===== src/rtl/axi4l_gpio_if.sv =====
// AXI4-Lite register-access interface, 32-bit address and data.
//
// Signals
//   aclk, aresetn                     clock/reset mirror, driven by the system clk/rst_n
//   aw*  : awaddr, awvalid, awready   write address channel
//   w*   : wdata, wstrb, wvalid, wready write data channel
//   b*   : bresp, bvalid, bready      write response channel
//   ar*  : araddr, arvalid, arready   read address channel
//   r*   : rdata, rresp, rvalid, rready read data channel
// Modports
//   slave  : register block side
//   master : bus initiator side
interface axi4l_if;
    logic        aclk;
    logic        aresetn;

    logic [31:0] awaddr;
    logic        awvalid;
    logic        awready;

    logic [31:0] wdata;
    logic [3:0]  wstrb;
    logic        wvalid;
    logic        wready;

    logic [1:0]  bresp;
    logic        bvalid;
    logic        bready;

    logic [31:0] araddr;
    logic        arvalid;
    logic        arready;

    logic [31:0] rdata;
    logic [1:0]  rresp;
    logic        rvalid;
    logic        rready;

    modport slave (
        input  aclk, aresetn,
        input  awaddr, awvalid,
        output awready,
        input  wdata, wstrb, wvalid,
        output wready,
        output bresp, bvalid,
        input  bready,
        input  araddr, arvalid,
        output arready,
        output rdata, rresp, rvalid,
        input  rready
    );

    modport master (
        output aclk, aresetn,
        output awaddr, awvalid,
        input  awready,
        output wdata, wstrb, wvalid,
        input  wready,
        input  bresp, bvalid,
        output bready,
        output araddr, arvalid,
        input  arready,
        input  rdata, rresp, rvalid,
        output rready
    );
endinterface


===== src/rtl/axi4l_gpio.sv =====
// AXI4-Lite GPIO block with per-pin direction, set/clear aliases and
// rising/falling edge capture into a write-1-to-clear STATUS register.
//
// Parameters
//   N     number of GPIO pins (1..32)
//   SYNC  input synchroniser depth in flops (2..3)
// Ports
//   clk      sole clock, rising edge
//   rst_n    asynchronous active-low reset
//   axi      axi4l_if slave modport, register access
//   gpio_i   pin inputs, asynchronous to clk
//   gpio_o   pin output values (OUT register)
//   gpio_oe  per-pin output enable, 1 = drive (DIR register)
//   irq      level interrupt, OR of STATUS
//
// Register map (offset = addr[11:2] * 4, upper address bits ignored)
//   0x00 OUT RW   0x04 DIR RW      0x08 IN RO       0x0C SET WO
//   0x10 CLR WO   0x14 RISE_EN RW  0x18 FALL_EN RW  0x1C STATUS RW1C
module axi4l_gpio #(
    parameter int N    = 4,
    parameter int SYNC = 2
) (
    input  logic         clk,
    input  logic         rst_n,
    axi4l_if.slave       axi,
    input  logic [N-1:0] gpio_i,
    output logic [N-1:0] gpio_o,
    output logic [N-1:0] gpio_oe,
    output logic         irq
);

    localparam logic [1:0] RESP_OKAY   = 2'b00;
    localparam logic [1:0] RESP_SLVERR = 2'b10;

    localparam logic [9:0] OFF_OUT     = 10'd0;
    localparam logic [9:0] OFF_DIR     = 10'd1;
    localparam logic [9:0] OFF_IN      = 10'd2;
    localparam logic [9:0] OFF_SET     = 10'd3;
    localparam logic [9:0] OFF_CLR     = 10'd4;
    localparam logic [9:0] OFF_RISE_EN = 10'd5;
    localparam logic [9:0] OFF_FALL_EN = 10'd6;
    localparam logic [9:0] OFF_STATUS  = 10'd7;

    // Register state
    logic [N-1:0] out_q;
    logic [N-1:0] dir_q;
    logic [N-1:0] rise_en_q;
    logic [N-1:0] fall_en_q;
    logic [N-1:0] status_q;

    // Input synchroniser and edge history
    logic [N-1:0] sync_q [SYNC];
    logic [N-1:0] prev_q;

    // Response channel state
    logic         bvalid_q;
    logic [1:0]   bresp_q;
    logic         rvalid_q;
    logic [31:0]  rdata_q;
    logic [1:0]   rresp_q;

    logic         wr_fire;
    logic         rd_fire;
    logic [9:0]   wr_off;
    logic [9:0]   rd_off;
    logic         wr_mapped;
    logic         rd_mapped;
    logic [31:0]  rd_val;
    logic [31:0]  byte_mask;
    logic [N-1:0] wmask;
    logic [N-1:0] wbits;
    logic [N-1:0] sync_out;
    logic [N-1:0] rise;
    logic [N-1:0] fall;
    logic [N-1:0] edge_set;
    logic [N-1:0] w1c_clr;

    // Handshakes: a write fires when awvalid and wvalid are both high and no
    // B response is pending; awready/wready are asserted only in that cycle.
    // A read fires when arvalid is high and no R response is pending; arready
    // is asserted only in that cycle. bvalid/rvalid rise the cycle after the
    // fire and hold, with resp/data stable, until bready/rready.
    assign wr_fire     = axi.awvalid && axi.wvalid && !bvalid_q;
    assign rd_fire     = axi.arvalid && !rvalid_q;
    assign axi.awready = wr_fire;
    assign axi.wready  = wr_fire;
    assign axi.arready = rd_fire;
    assign axi.bvalid  = bvalid_q;
    assign axi.bresp   = bresp_q;
    assign axi.rvalid  = rvalid_q;
    assign axi.rdata   = rdata_q;
    assign axi.rresp   = rresp_q;

    assign wr_off    = axi.awaddr[11:2];
    assign rd_off    = axi.araddr[11:2];
    assign wr_mapped = (wr_off <= OFF_STATUS);

    assign byte_mask = {{8{axi.wstrb[3]}}, {8{axi.wstrb[2]}},
                        {8{axi.wstrb[1]}}, {8{axi.wstrb[0]}}};
    assign wmask     = byte_mask[N-1:0];
    // Only the strobed bits that exist in the register take part in a write;
    // bits at positions >= N are simply never looked at.
    assign wbits     = axi.wdata[N-1:0] & wmask;

    assign sync_out = sync_q[SYNC-1];
    assign rise     = sync_out & ~prev_q;
    assign fall     = ~sync_out & prev_q;
    assign edge_set = (rise & rise_en_q) | (fall & fall_en_q);
    assign w1c_clr  = (wr_fire && (wr_off == OFF_STATUS)) ? wbits : '0;

    assign gpio_o  = out_q;
    assign gpio_oe = dir_q;
    assign irq     = |status_q;

    // Upper/lower address bits and interface clock/reset mirrors are
    // intentionally ignored.
    logic unused_ok;
    assign unused_ok = ^{axi.aclk, axi.aresetn,
                         axi.awaddr[31:12], axi.awaddr[1:0],
                         axi.araddr[31:12], axi.araddr[1:0], axi.wdata};

    // Writable control registers
    always_ff @(posedge clk or negedge rst_n) begin
        if (!rst_n) begin
            out_q     <= '0;
            dir_q     <= '0;
            rise_en_q <= '0;
            fall_en_q <= '0;
        end else if (wr_fire) begin
            case (wr_off)
                OFF_OUT:     out_q     <= (out_q & ~wmask) | wbits;
                OFF_SET:     out_q     <= out_q | wbits;
                OFF_CLR:     out_q     <= out_q & ~wbits;
                OFF_DIR:     dir_q     <= (dir_q & ~wmask) | wbits;
                OFF_RISE_EN: rise_en_q <= (rise_en_q & ~wmask) | wbits;
                OFF_FALL_EN: fall_en_q <= (fall_en_q & ~wmask) | wbits;
                default: ;
            endcase
        end
    end

    // STATUS: the edge set is applied after the clear so a new edge wins
    // over a W1C landing on the same bit in the same cycle.
    always_ff @(posedge clk or negedge rst_n) begin
        if (!rst_n) begin
            status_q <= '0;
        end else begin
            status_q <= (status_q & ~w1c_clr) | edge_set;
        end
    end

    // Synchroniser chain and previous-value register for edge detection
    always_ff @(posedge clk or negedge rst_n) begin
        if (!rst_n) begin
            for (int i = 0; i < SYNC; i++) begin
                sync_q[i] <= '0;
            end
            prev_q <= '0;
        end else begin
            sync_q[0] <= gpio_i;
            for (int i = 1; i < SYNC; i++) begin
                sync_q[i] <= sync_q[i-1];
            end
            prev_q <= sync_out;
        end
    end

    // Read mux uses current register values, so a read in the same cycle as
    // a write to the same register returns the pre-write contents.
    always_comb begin
        rd_val    = '0;
        rd_mapped = 1'b1;
        case (rd_off)
            OFF_OUT:     rd_val = 32'(out_q);
            OFF_DIR:     rd_val = 32'(dir_q);
            OFF_IN:      rd_val = 32'(sync_out);
            OFF_SET:     rd_val = '0;
            OFF_CLR:     rd_val = '0;
            OFF_RISE_EN: rd_val = 32'(rise_en_q);
            OFF_FALL_EN: rd_val = 32'(fall_en_q);
            OFF_STATUS:  rd_val = 32'(status_q);
            default:     rd_mapped = 1'b0;
        endcase
    end

    // Write response channel
    always_ff @(posedge clk or negedge rst_n) begin
        if (!rst_n) begin
            bvalid_q <= 1'b0;
            bresp_q  <= RESP_OKAY;
        end else if (wr_fire) begin
            bvalid_q <= 1'b1;
            bresp_q  <= wr_mapped ? RESP_OKAY : RESP_SLVERR;
        end else if (bvalid_q && axi.bready) begin
            bvalid_q <= 1'b0;
        end
    end

    // Read response channel
    always_ff @(posedge clk or negedge rst_n) begin
        if (!rst_n) begin
            rvalid_q <= 1'b0;
            rdata_q  <= '0;
            rresp_q  <= RESP_OKAY;
        end else if (rd_fire) begin
            rvalid_q <= 1'b1;
            rdata_q  <= rd_val;
            rresp_q  <= rd_mapped ? RESP_OKAY : RESP_SLVERR;
        end else if (rvalid_q && axi.rready) begin
            rvalid_q <= 1'b0;
        end
    end

endmodule


===== src/flat_wrapper.sv =====
// flat-port wrapper written by rule: the top's interface ports become plain ports
module axi4l_gpio_flat 
#(
    parameter int N    = 4,
    parameter int SYNC = 2
)
  (clk, rst_n, gpio_i, gpio_o, gpio_oe, irq, axi_aclk, axi_aresetn, axi_awaddr, axi_awvalid, axi_awready, axi_wdata, axi_wstrb, axi_wvalid, axi_wready, axi_bresp, axi_bvalid, axi_bready, axi_araddr, axi_arvalid, axi_arready, axi_rdata, axi_rresp, axi_rvalid, axi_rready);
  axi4l_if axi_i ();
  input  logic clk;
  input  logic rst_n;
  input  logic [N-1:0] gpio_i;
  output logic [N-1:0] gpio_o;
  output logic [N-1:0] gpio_oe;
  output logic irq;
  input wire logic [$bits(axi_i.aclk)-1:0] axi_aclk;
  input wire logic [$bits(axi_i.aresetn)-1:0] axi_aresetn;
  input wire logic [$bits(axi_i.awaddr)-1:0] axi_awaddr;
  input wire logic [$bits(axi_i.awvalid)-1:0] axi_awvalid;
  output wire logic [$bits(axi_i.awready)-1:0] axi_awready;
  input wire logic [$bits(axi_i.wdata)-1:0] axi_wdata;
  input wire logic [$bits(axi_i.wstrb)-1:0] axi_wstrb;
  input wire logic [$bits(axi_i.wvalid)-1:0] axi_wvalid;
  output wire logic [$bits(axi_i.wready)-1:0] axi_wready;
  output wire logic [$bits(axi_i.bresp)-1:0] axi_bresp;
  output wire logic [$bits(axi_i.bvalid)-1:0] axi_bvalid;
  input wire logic [$bits(axi_i.bready)-1:0] axi_bready;
  input wire logic [$bits(axi_i.araddr)-1:0] axi_araddr;
  input wire logic [$bits(axi_i.arvalid)-1:0] axi_arvalid;
  output wire logic [$bits(axi_i.arready)-1:0] axi_arready;
  output wire logic [$bits(axi_i.rdata)-1:0] axi_rdata;
  output wire logic [$bits(axi_i.rresp)-1:0] axi_rresp;
  output wire logic [$bits(axi_i.rvalid)-1:0] axi_rvalid;
  input wire logic [$bits(axi_i.rready)-1:0] axi_rready;
  assign axi_i.aclk = axi_aclk;
  assign axi_i.aresetn = axi_aresetn;
  assign axi_i.awaddr = axi_awaddr;
  assign axi_i.awvalid = axi_awvalid;
  assign axi_awready = axi_i.awready;
  assign axi_i.wdata = axi_wdata;
  assign axi_i.wstrb = axi_wstrb;
  assign axi_i.wvalid = axi_wvalid;
  assign axi_wready = axi_i.wready;
  assign axi_bresp = axi_i.bresp;
  assign axi_bvalid = axi_i.bvalid;
  assign axi_i.bready = axi_bready;
  assign axi_i.araddr = axi_araddr;
  assign axi_i.arvalid = axi_arvalid;
  assign axi_arready = axi_i.arready;
  assign axi_rdata = axi_i.rdata;
  assign axi_rresp = axi_i.rresp;
  assign axi_rvalid = axi_i.rvalid;
  assign axi_i.rready = axi_rready;
  axi4l_gpio #(.N(N), .SYNC(SYNC)) u_core (.clk(clk), .rst_n(rst_n), .axi(axi_i), .gpio_i(gpio_i), .gpio_o(gpio_o), .gpio_oe(gpio_oe), .irq(irq));
endmodule

===== config.mk =====
export PLATFORM = sky130hd
export DESIGN_NAME = axi4l_gpio_flat
export DESIGN_NICKNAME = d
export VERILOG_FILES = /design/src/rtl/axi4l_gpio_if.sv /design/src/rtl/axi4l_gpio.sv /design/src/flat_wrapper.sv
export SDC_FILE = /design/constraint.sdc
export NUM_CORES = 1
export LEC_CHECK = 0
export ABC_CLOCK_PERIOD_IN_PS = 5000
export CAP_MARGIN = 20
export CELL_PAD_IN_SITES_DETAIL_PLACEMENT = 1
export CELL_PAD_IN_SITES_GLOBAL_PLACEMENT = 1
export CORE_MARGIN = 3
export CORE_UTILIZATION = 25
export CTS_CLUSTER_SIZE = 10
export DETAILED_ROUTE_END_ITERATION = 7
export PLACE_DENSITY = 0.83
export SETUP_SLACK_MARGIN = 0.2
export SYNTH_ARGS = -nofsm -noshare
export SYNTH_HDL_FRONTEND = slang
export SYNTH_SLANG_ARGS = --single-unit

===== constraint.sdc =====
create_clock -name clk -period 5 [get_ports clk]
set_input_delay 1.5 -clock clk [delete_from_list [all_inputs] [get_ports clk]]
set_output_delay 1.5 -clock clk [all_outputs]
set_load 0.01 [all_outputs]

# --- Word level (Yosys, flattened, before mapping) ---
# Cells that the tools add are included.
word_totals:
  mem_bits_ro: 0
  mem_count: 0
  reg_bits: 70
  ramBits: 0
  latch_bits: 0
  output_inout_bits: 50
classes:
  n_div: 0
  muxes: 10
  magnitude_cmp: 1
  n_reduce_logical: 19
  addsub: 0
  mul: 0
  n_shift: 0
  n_eq_ne: 13
  n_bitwise: 23
ops:
  columns: ["operator", "count"]
  rows:
  - ["== test 10 x 3 -> 1 bit, second input constant", 8]
  - ["bitwise AND 4 bit", 11]
  - ["== test 10 x 2 -> 1 bit, second input constant", 3]
  - ["bitwise OR 4 bit", 7]
  - ["case mux 4 bit (6 select lines)", 1]
  - ["== test 10 x 1 -> 1 bit, second input constant", 2]
  - ["logical NOT 10 bit", 2]
  - ["inverter 4 bit", 5]
  - ["case mux 4 bit (3 select lines)", 1]
  - ["less-or-equal comparator 10 x 3 -> 1 bit, second input constant", 1]
  - ["AND reduction 2 bit", 4]
  - ["OR reduction 8 bit", 1]
  - ["logical AND 1 bit", 6]
  - ["2-to-1 mux 1 bit", 5]
  - ["2-to-1 mux 2 bit", 2]
  - ["2-to-1 mux 4 bit", 1]
  - ["nonzero test 2 bit", 2]
  - ["OR reduction 4 bit", 1]
  - ["nonzero test 3 bit", 1]
  - ["logical NOT 1 bit", 2]

# --- Longest topological paths before layout ---
# Gate-level depths: netlist (run 1).
depth:
  word_depth: 7
  depth_mapped: 5
  ltp_nobuf: 5

# --- Worst setup path before layout (run 1) ---
# Ideal clock, no wire load.
synth_timing:
  kind: "input -> output"
  startpoint: "input axi_wvalid"
  endpoint: "output axi_wready"
  stages: 3
  t_arrival_ns: 1.961
  t_required_ns: 3.500
  setup_slack_ns: 1.539
  cell_sequence: "and3b_1 -> buf_2 -> buf_4"
synth_via:
  elab_chain_cells: 2
synth_rtl:
  columns: ["element", "line", "text"]
  rows:
  - ["from (decl)", "flat_wrapper.sv:22", "input wire logic [$bits(axi_i.wvalid)-1:0] axi_wvalid;"]
  - ["logical AND 1 bit (2 in series)", "axi4l_gpio.sv:83", "assign wr_fire = axi.awvalid && axi.wvalid && !bvalid_q;"]
  - ["to (decl)", "flat_wrapper.sv:23", "output wire logic [$bits(axi_i.wready)-1:0] axi_wready;"]
# Every way passes these cells.

# --- Worst setup path after layout (run 1) ---
# Same ends and word-level chain as after synthesis.

==> results.tsv, run 1 <==
metric	value	unit
post-DP HPWL	3810	um
row count	32	
most frequent cell after synthesis	dfrtp_1	
worst r2r src	u_core.axi.bvalid	
vias in the first global route	1571	
CORE AREA	7850	um^2
initial antenna violation count	0	
critical path class	primary input to primary output	
outcome	finished clean	
relative slew slack	41.1	%
Synth top area share	48.7	%
Final TNS setup	0	ns
first-pass GRT wire length	8020	um
DRC Markers	0	
setup ws final	0.616	ns
drt pass-1 iters	4	
Detail Route Antenna Nets	0	
mapped cell area	2060	um^2
die span in x	96.7	um
Hold Crit Start	u_core.sync_q[6]	
WL final	4760	um
shortest clock period the worst path allows after layout	4.38	ns
H-tree Lvls	2	
largest net degree at the start of global routing	41	
P_leak	1.12	nW
Critical Path End Type	primary output	
CTS resizes	0	
fin nets	353	
Synth area leader	dfrtp_1	
post-route total power	0.000651	W
Worst EP required	3.50	ns
ys async rst share	100	%
initial core utilization	26.2	%
via count	1512	
clk sink count	40	
Final Hold Fails	0	
distinct cell type count after synthesis	34	
Final GP Congestion	0.859	
setup bufs post-CTS	0	
Max VDD drop	0.100	mV
fin crit share	87.7	%
fin cells	342	
placed cells	335	
number of max-cap violations	0	
Antenna Diode Count	0	
Final Skew	0.00487	ns
fmax	228	MHz
Area contributors post-synth	dfrtp_1 49%, buf_4 11%, mux2_2 7.1%, mux2i_1 3.9%, nand2_1 3.6%	
Worst EP arrival	2.88	ns
Die ar.	9350	um^2
RSZ-0062 raised after global routing	false	
clk slew on worst S/H paths	0.07	ns
PD cells	242	nW/um^2
Crit Path Max Fanout	8	
Critical Path Start Type	primary input	
R2R depth	4	
Main synth FF type	dfrtp_1	
Finished Core Util	34.2	%
global router's overall resource usage	10.5	%
hold buffer count at CTS	0	
Synth top cells by count	40 x dfrtp_1, 31 x buf_4, 20 x nand2_1	
final-report setup violation count	0	
Worst Hold Class	register to register	
WL/cell	13.9	um
synthesis-to-finish area growth	30.5	%
DP Worst Slack	0.601	ns
r2r setup slk	3.05	ns
syn avg cell area	11.2	um^2
Root Driver	clkbuf_8	
clk_lat worst skew	0.29	ns
TritonCTS clock tree	done	
Syn Inst Count	184	
register area share after synthesis	48.7	%
Longest Clk Path Bufs	2	
chip height	96.7	um
Ports	163	
worst slew pin tran	0.883	ns
flop and latch count out of synthesis	40	
Cells on Worst Hold Path	0	
Slew Viols, Final	0	
number of flops mapped to enable cells by yosys	0	
clock buffer count from CTS	5	
layout cells sized above 1	11.7	%
Hold EP	u_core.sync_out[2]	
GR Overflow Total	0	
Buffers on Ports	55	
DR iter-0 viols	50	
YS warnings	0	
routed via count divided by cell count	4.42	
==> through the flow <==
step / cell area (um^2) / hold WS [ns]
floorplan: 2170 / 0.331
global placement: 2590 / 0.333
detailed placement: 2590 / 0.338
CTS: 2690 / 0.355
global route: 2690 / 0.361
finish: 2690 / 0.351
==> metal layers <==
metal | track usage, % | up-vias | routed length [um]
li1 | - | 704 | -
met1 | 12.8 | 736 | 2010
met2 | 17.6 | 65 | 2340
met3 | 3.17 | 7 | 341
met4 | 3.67 | 0 | 70
met5 | 0 | - | 0
==> layout make-up <==
| class | count | area, um^2 |
|---|---|---|
| Clock buffer | 7 | 96.3 |
| Tap cell | 102 | 128 |
| Multi-Input combinational cell | 134 | 900 |
| Fill cell | 886 | 5160 |
| Sequential cell | 40 | 1000 |
| Timing Repair Buffer | 55 | 546 |
| Inverter | 4 | 15.0 |
==> logic make-up after synthesis <==
logic type      after synthesis  synth area share [%]
flops                        40                  48.7
mux                          23                  13.2
buf+inv                      39                  12.9
simple gates                 52                  15.4
other cells                   1                 0.182
compound gates               29                  9.67
==> worst max-delay path: stages <==
cell,delay (ns)
clkdlybuf4s50_1,0.45
and3b_1,0.34
clkdlybuf4s50_1,0.60
==> report_power, final <==
group,internal (W),switching (W)
sequential,0.000331,0.00000461
clock,0.000123,0.000103
combinational,0.0000429,0.0000460
==> layout by cell type (no fill, tap or decap), types with 2 or more instances in the layout <==
cell type,instances
mux2i_1,8
nor3_1,5
o211ai_1,5
and3b_1,2
nand3_1,3
clkdlybuf4s50_1,54
mux4_2,2
nor3_2,2
o21ai_0,11
nand2_1,20
and2_1,5
inv_1,4
o21a_1,2
conb_1,30
dfrtp_1,40
nand3b_1,5
clkbuf_8,7
a21oi_1,2
mux2_2,13
a311o_1,4
nor2_1,3
==> worst max-delay path by stage <==
| stage | cells after the start | start | end |
|---|---|---|---|
| 3_3_place_gp | 3 | axi_wvalid | axi_awready |
| 5_1_grt | 3 | axi_wvalid | axi_awready |
| 6_report | 3 | axi_wvalid | axi_wready |
| 4_1_cts | 3 | axi_wvalid | axi_awready |
| 2_1_floorplan | 3 | axi_wvalid | axi_wready |
| 3_5_place_dp | 3 | axi_wvalid | axi_awready |
Note: power is estimated with default switching activity, not from simulation.
==> run 2: changes to the inputs <==
--- a/config.mk
+++ b/config.mk
@@ -7,9 +7,10 @@
 export LEC_CHECK = 0
 export ABC_CLOCK_PERIOD_IN_PS = 5000
-export CAP_MARGIN = 20
+export CAP_MARGIN = 10
 export CELL_PAD_IN_SITES_DETAIL_PLACEMENT = 1
 export CELL_PAD_IN_SITES_GLOBAL_PLACEMENT = 1
 export CORE_MARGIN = 3
 export CORE_UTILIZATION = 25
+export CTS_CLUSTER_DIAMETER = 150
 export CTS_CLUSTER_SIZE = 10
 export DETAILED_ROUTE_END_ITERATION = 7
==> constraint.sdc (replaced) <==
create_clock -name clk -period 5 [get_ports clk]
set_input_delay 1 -clock clk [delete_from_list [all_inputs] [get_ports clk]]
set_output_delay 1 -clock clk [all_outputs]
set_load 0.01 [all_outputs]
==> run 2 against run 1 <==
Die area unchanged. Fmax increased by 28%. Worst setup slack improved by 0.97 ns. Routed wire length increased by 4.4%. Combinational power increased by 0.6%. First-iteration DRC count decreased by 8.0%. Worst hold slack improved by 0.0015 ns. Clock skew increased by 0.0014 ns.
==> results.tsv, run 2 (same netlist as run 1, synthesis figures left out) <==
metric	value	unit
outcome	finished clean	
Worst EP required	4.00	ns
critical path startpoint	axi_wvalid	
R2R depth	4	
fin cells	343	
DR iter-0 viols	46	
worst slew pin tran	0.876	ns
Max VDD drop	0.115	mV
Final Hold Fails	0	
H-tree Lvls	2	
WL final	4970	um
Longest Clk Path Bufs	2	
Die ar.	9350	um^2
Critical Path End Type	primary output	
row count	32	
Final GP Congestion	0.830	
largest net degree at the start of global routing	41	
Antenna Diode Count	0	
shortest clock period the worst path allows after layout	3.42	ns
critical path class	primary input to primary output	
clk sink count	40	
Fill cells	895	
fin nets	353	
setup ws final	1.58	ns
Reg area	1000	um^2
placed cells	335	
hold buffer count at CTS	0	
fmax	293	MHz
fin crit share	68.3	%
Crit path largest cell delay	0.61	ns
routed via count divided by cell count	4.44	
most used cell, CP	clkdlybuf4s50_1	
Critical Path Start Type	primary input	
TritonCTS clock tree	done	
Crit Path Max Fanout	8	
Root Driver	clkbuf_8	
clock buffer count from CTS	5	
post-route cell area	2680	um^2
first-pass GRT wire length	8200	um
DP Worst Slack	1.58	ns
synthesis-to-finish area growth	30.4	%
CTS resizes	0	
PD cells	241	nW/um^2
area post-placement	2590	um^2
relative slew slack	41.6	%
Worst EP arrival	2.42	ns
die span in x	96.7	um
most frequent cells in the layout	54 x clkdlybuf4s50_1, 40 x dfrtp_1, 30 x conb_1	
WL/cell	14.5	um
RSZ-0062 raised after global routing	false	
r2r setup slk	3.00	ns
Final Skew	0.00631	ns
worst r2r src	u_core.axi.bvalid	
GR Overflow Total	0	
layout cells sized above 1	11.6	%
initial core utilization	26.2	%
Worst path slowest cell	clkdlybuf4s50_1	
chip height	96.7	um
via count	1523	
CORE AREA	7850	um^2
crit path capture	axi_awready	
footprint of the multi-input gates	900	um^2
commonest non-fill, non-tap cell in the layout	clkdlybuf4s50_1	
Buffers on Ports	55	
vias in the first global route	1628	
hold slack	0.353	ns
global router's overall resource usage	11.0	%
number of max-cap violations	0	
Final TNS setup	0	ns
initial antenna violation count	0	
clk slew on worst S/H paths	0.08	ns
final-report setup violation count	0	
Worst Hold Class	register to register	
post-DP HPWL	3960	um
setup bufs post-CTS	0	
Detail Route Antenna Nets	0	
worst path cell trace	clkdlybuf4s50_1, and3b_1, clkdlybuf4s50_1	
Ports	163	
Slew Viols, Final	0	
DRC Markers	0	
P_leak	1.12	nW
clk_lat worst skew	0.30	ns
drt pass-1 iters	3	
==> run 2: cell types whose count changed in the layout (fill, tap and decap cells not counted), sizes merged <==
cell	change
clkinvlp	+1
==> run 2: critical path, delay by kind of cell <==
family                 cells  cell delay, ns
buffers and inverters      2            1.06
AND/OR/NAND/NOR            1            0.36
==> run 2: per-stage QoR <==
stage | util (%) | power [W]
after floorplan | - | 0.000396
after global placement | 33.0 | 0.000429
after detailed placement | 33.0 | 0.000432
after CTS | 34.2 | 0.000659
after global routing | 34.2 | 0.000684
final | 34.2 | 0.000647
==> run 2: power breakdown <==
part | switching, W | leakage (nW) | internal [W] | total [W]
Combinational | 0.0000465 | 0.597 | 0.0000429 | 0.0000894
Sequential | 0.00000458 | 0.476 | 0.000331 | 0.000336
Clock | 0.000110 | 0.0445 | 0.000112 | 0.000222
Total | 0.000161 | 1.12 | 0.000486 | 0.000647
==> run 2: cell type report <==
class | instances | area share [%]
sequential | 40 | 37.3
multi-input combinational | 134 | 33.5
timing repair buffer | 55 | 20.3
tap | 102 | 4.76
clock buffer | 7 | 3.22
inverter | 4 | 0.560
clock inverter | 1 | 0.280
==> run 2: how the worst min path moves through the flow <==
stage                startpoint                  to  depth (start not counted)  slack, ns
3_3_place_gp   u_core.sync_q[5]  u_core.sync_out[1]                          0       0.33
3_5_place_dp   u_core.sync_q[4]  u_core.sync_out[0]                          0       0.34
2_1_floorplan  u_core.sync_q[4]  u_core.sync_out[0]                          0       0.33
5_1_grt        u_core.sync_q[6]  u_core.sync_out[2]                          0       0.36
6_report       u_core.sync_q[6]  u_core.sync_out[2]                          0       0.35
4_1_cts        u_core.sync_q[6]  u_core.sync_out[2]                          0       0.35
==> run 2: layer usage <==
layer  part of all wire, %  vias up  GRT usage [%]
met5                     0        -              0
met4                   3.1        0           5.51
met3                   7.1       11           3.68
met2                    48       63           18.4
met1                    41      745           12.5
li1                      -      704              -
==> run 3: changes to the inputs <==
ABC_CLOCK_PERIOD_IN_PS = 3200   (was 5000)
CORE_UTILIZATION = 23   (was 25)
PLACE_DENSITY = 0.77   (was 0.83)
clock period = 3.2 ns   (was 5 ns; I/O delays follow)
==> run 3 against run 2 <==
Non-clock buffer count did not move. Via count fell by 0.33%. Cell count rose by 0.87%. First-iteration DRC count rose by 4.3%. Worst hold slack barely moved. Sequential power rose by 56%. Clock-buffer cell count fell by 1. Worst setup slack got worse by 1.1 ns. Core utilization fell by 2.1 points. Register-to-register slack got worse by 1.8 ns. Global-route usage fell by 0.55 points.
==> results.tsv, run 3 (same netlist as run 1, synthesis figures left out) <==
metric	value	unit
fmax	370	MHz
row count	33	
Worst EP arrival	2.07	ns
Critical Path Start Type	primary input	
Longest Clk Path Bufs	2	
die span in x	101	um
initial antenna violation count	0	
number of max-cap violations	0	
commonest non-fill, non-tap cell in the layout	clkdlybuf4s50_1	
Worst EP required	2.56	ns
H-tree Lvls	2	
vias in the first global route	1550	
critical path startpoint	axi_awvalid	
Detail Route Antenna Nets	0	
outcome	finished clean	
via count	1518	
chip height	101	um
post-DP HPWL	4100	um
most frequent cells in the layout	54 x clkdlybuf4s50_1, 40 x dfrtp_1, 30 x conb_1	
shortest clock period the worst path allows after layout	2.71	ns
Critical Path End Type	primary output	
drt pass-1 iters	4	
most used cell, CP	clkdlybuf4s50_1	
clk slew on worst S/H paths	0.08	ns
clk sink count	40	
CTS resizes	0	
Worst Hold Class	register to register	
clk_lat worst skew	0.30	ns
hold buffer count at CTS	0	
clock buffer count from CTS	5	
RSZ-0062 raised after global routing	false	
Antenna Diode Count	0	
initial core utilization	24.3	%
fin nets	353	
Buffers on Ports	55	
Hold Crit Start	u_core.sync_q[5]	
Root Driver	clkbuf_8	
Crit path largest cell delay	0.61	ns
fin crit share	84.6	%
first-pass GRT wire length	8090	um
Final GP Congestion	0.819	
routed via count divided by cell count	4.39	
Ports	163	
WL final	5170	um
final-report setup violation count	0	
Final Hold Fails	0	
Finished Core Util	32.1	%
P_leak	1.13	nW
Final TNS setup	0	ns
Final Skew	0.00867	ns
R2R depth	4	
Crit Path Max Fanout	8	
DRC Markers	0	
Worst path slowest cell	clkdlybuf4s50_1	
worst path cell trace	clkdlybuf4s50_1, and3b_1, clkdlybuf4s50_1	
critical path class	primary input to primary output	
PD cells	405	nW/um^2
layout cells sized above 1	12.0	%
TritonCTS clock tree	done	
Max VDD drop	0.172	mV
Slew Viols, Final	0	
Die ar.	10100	um^2
GR Overflow Total	0	
r2r setup slk	1.19	ns
setup bufs post-CTS	0	
WL/cell	14.9	um
CORE AREA	8460	um^2
Cells on Worst Hold Path	0	
worst slew pin tran	0.898	ns
relative slew slack	40.1	%
worst r2r src	u_core.axi.bvalid	
synthesis-to-finish area growth	31.9	%
Hold EP	u_core.sync_out[1]	
DR iter-0 viols	48	
global router's overall resource usage	10.4	%
largest net degree at the start of global routing	41	
run 3: cell types whose count changed in the layout (fill, tap and decap cells not counted), sizes merged:
cell / previous run / this run
clkinv: 0 / 1
bufinv: 0 / 1
clkbuf: 7 / 6
clkinvlp: 1 / 0
run 3: where the power goes:
part	internal (W)	switching, W	total, W
clock network	0.000255	0.000180	0.000435
registers	0.000517	0.00000736	0.000525
logic	0.0000671	0.0000730	0.000140
total	0.000839	0.000260	0.00110
run 3: worst max path at each step:
stage	end	slack (ns)	cells past startpoint
after CTS	axi_awready	0.48	3
after floorplan	register	1.21	4
after global routing	axi_awready	0.42	3
after detailed placement	register	0.44	5
final	axi_awready	0.49	3
after global placement	register	0.47	5
run 3: area by class of cell:
cell class / instances / area [um^2]
fill: 951 / 5750
clock buffer: 6 / 82.6
sequential: 40 / 1000
multi-input combinational: 134 / 900
timing repair buffer: 55 / 546
tap: 105 / 131
clock inverter: 2 / 38.8
inverter: 4 / 15.0
run 3: per-stage QoR:
step	total power [W]	area [um^2]	hold slack [ns]	std cells	worst slack [ns]
detailed placement	0.000677	2590	0.336	338	0.436
CTS	0.00112	2710	0.355	346	0.477
floorplan	0.000619	2170	0.331	213	1.21
finish	0.00110	2710	0.352	346	0.494
global placement	0.000672	2590	0.332	338	0.466
global route	0.00116	2710	0.372	346	0.425
run 3: metal layers:
metal	track usage, %	wire, um
met5	0	0
met4	4.46	85
met3	3.18	367
met2	17.3	2600
met1	12.5	2120
run 3: worst max-delay path, delay by kind of cell:
| family | cells | cell delay, ns |
|---|---|---|
| AND/OR/NAND/NOR | 1 | 0.36 |
| buffers and inverters | 2 | 1.07 |
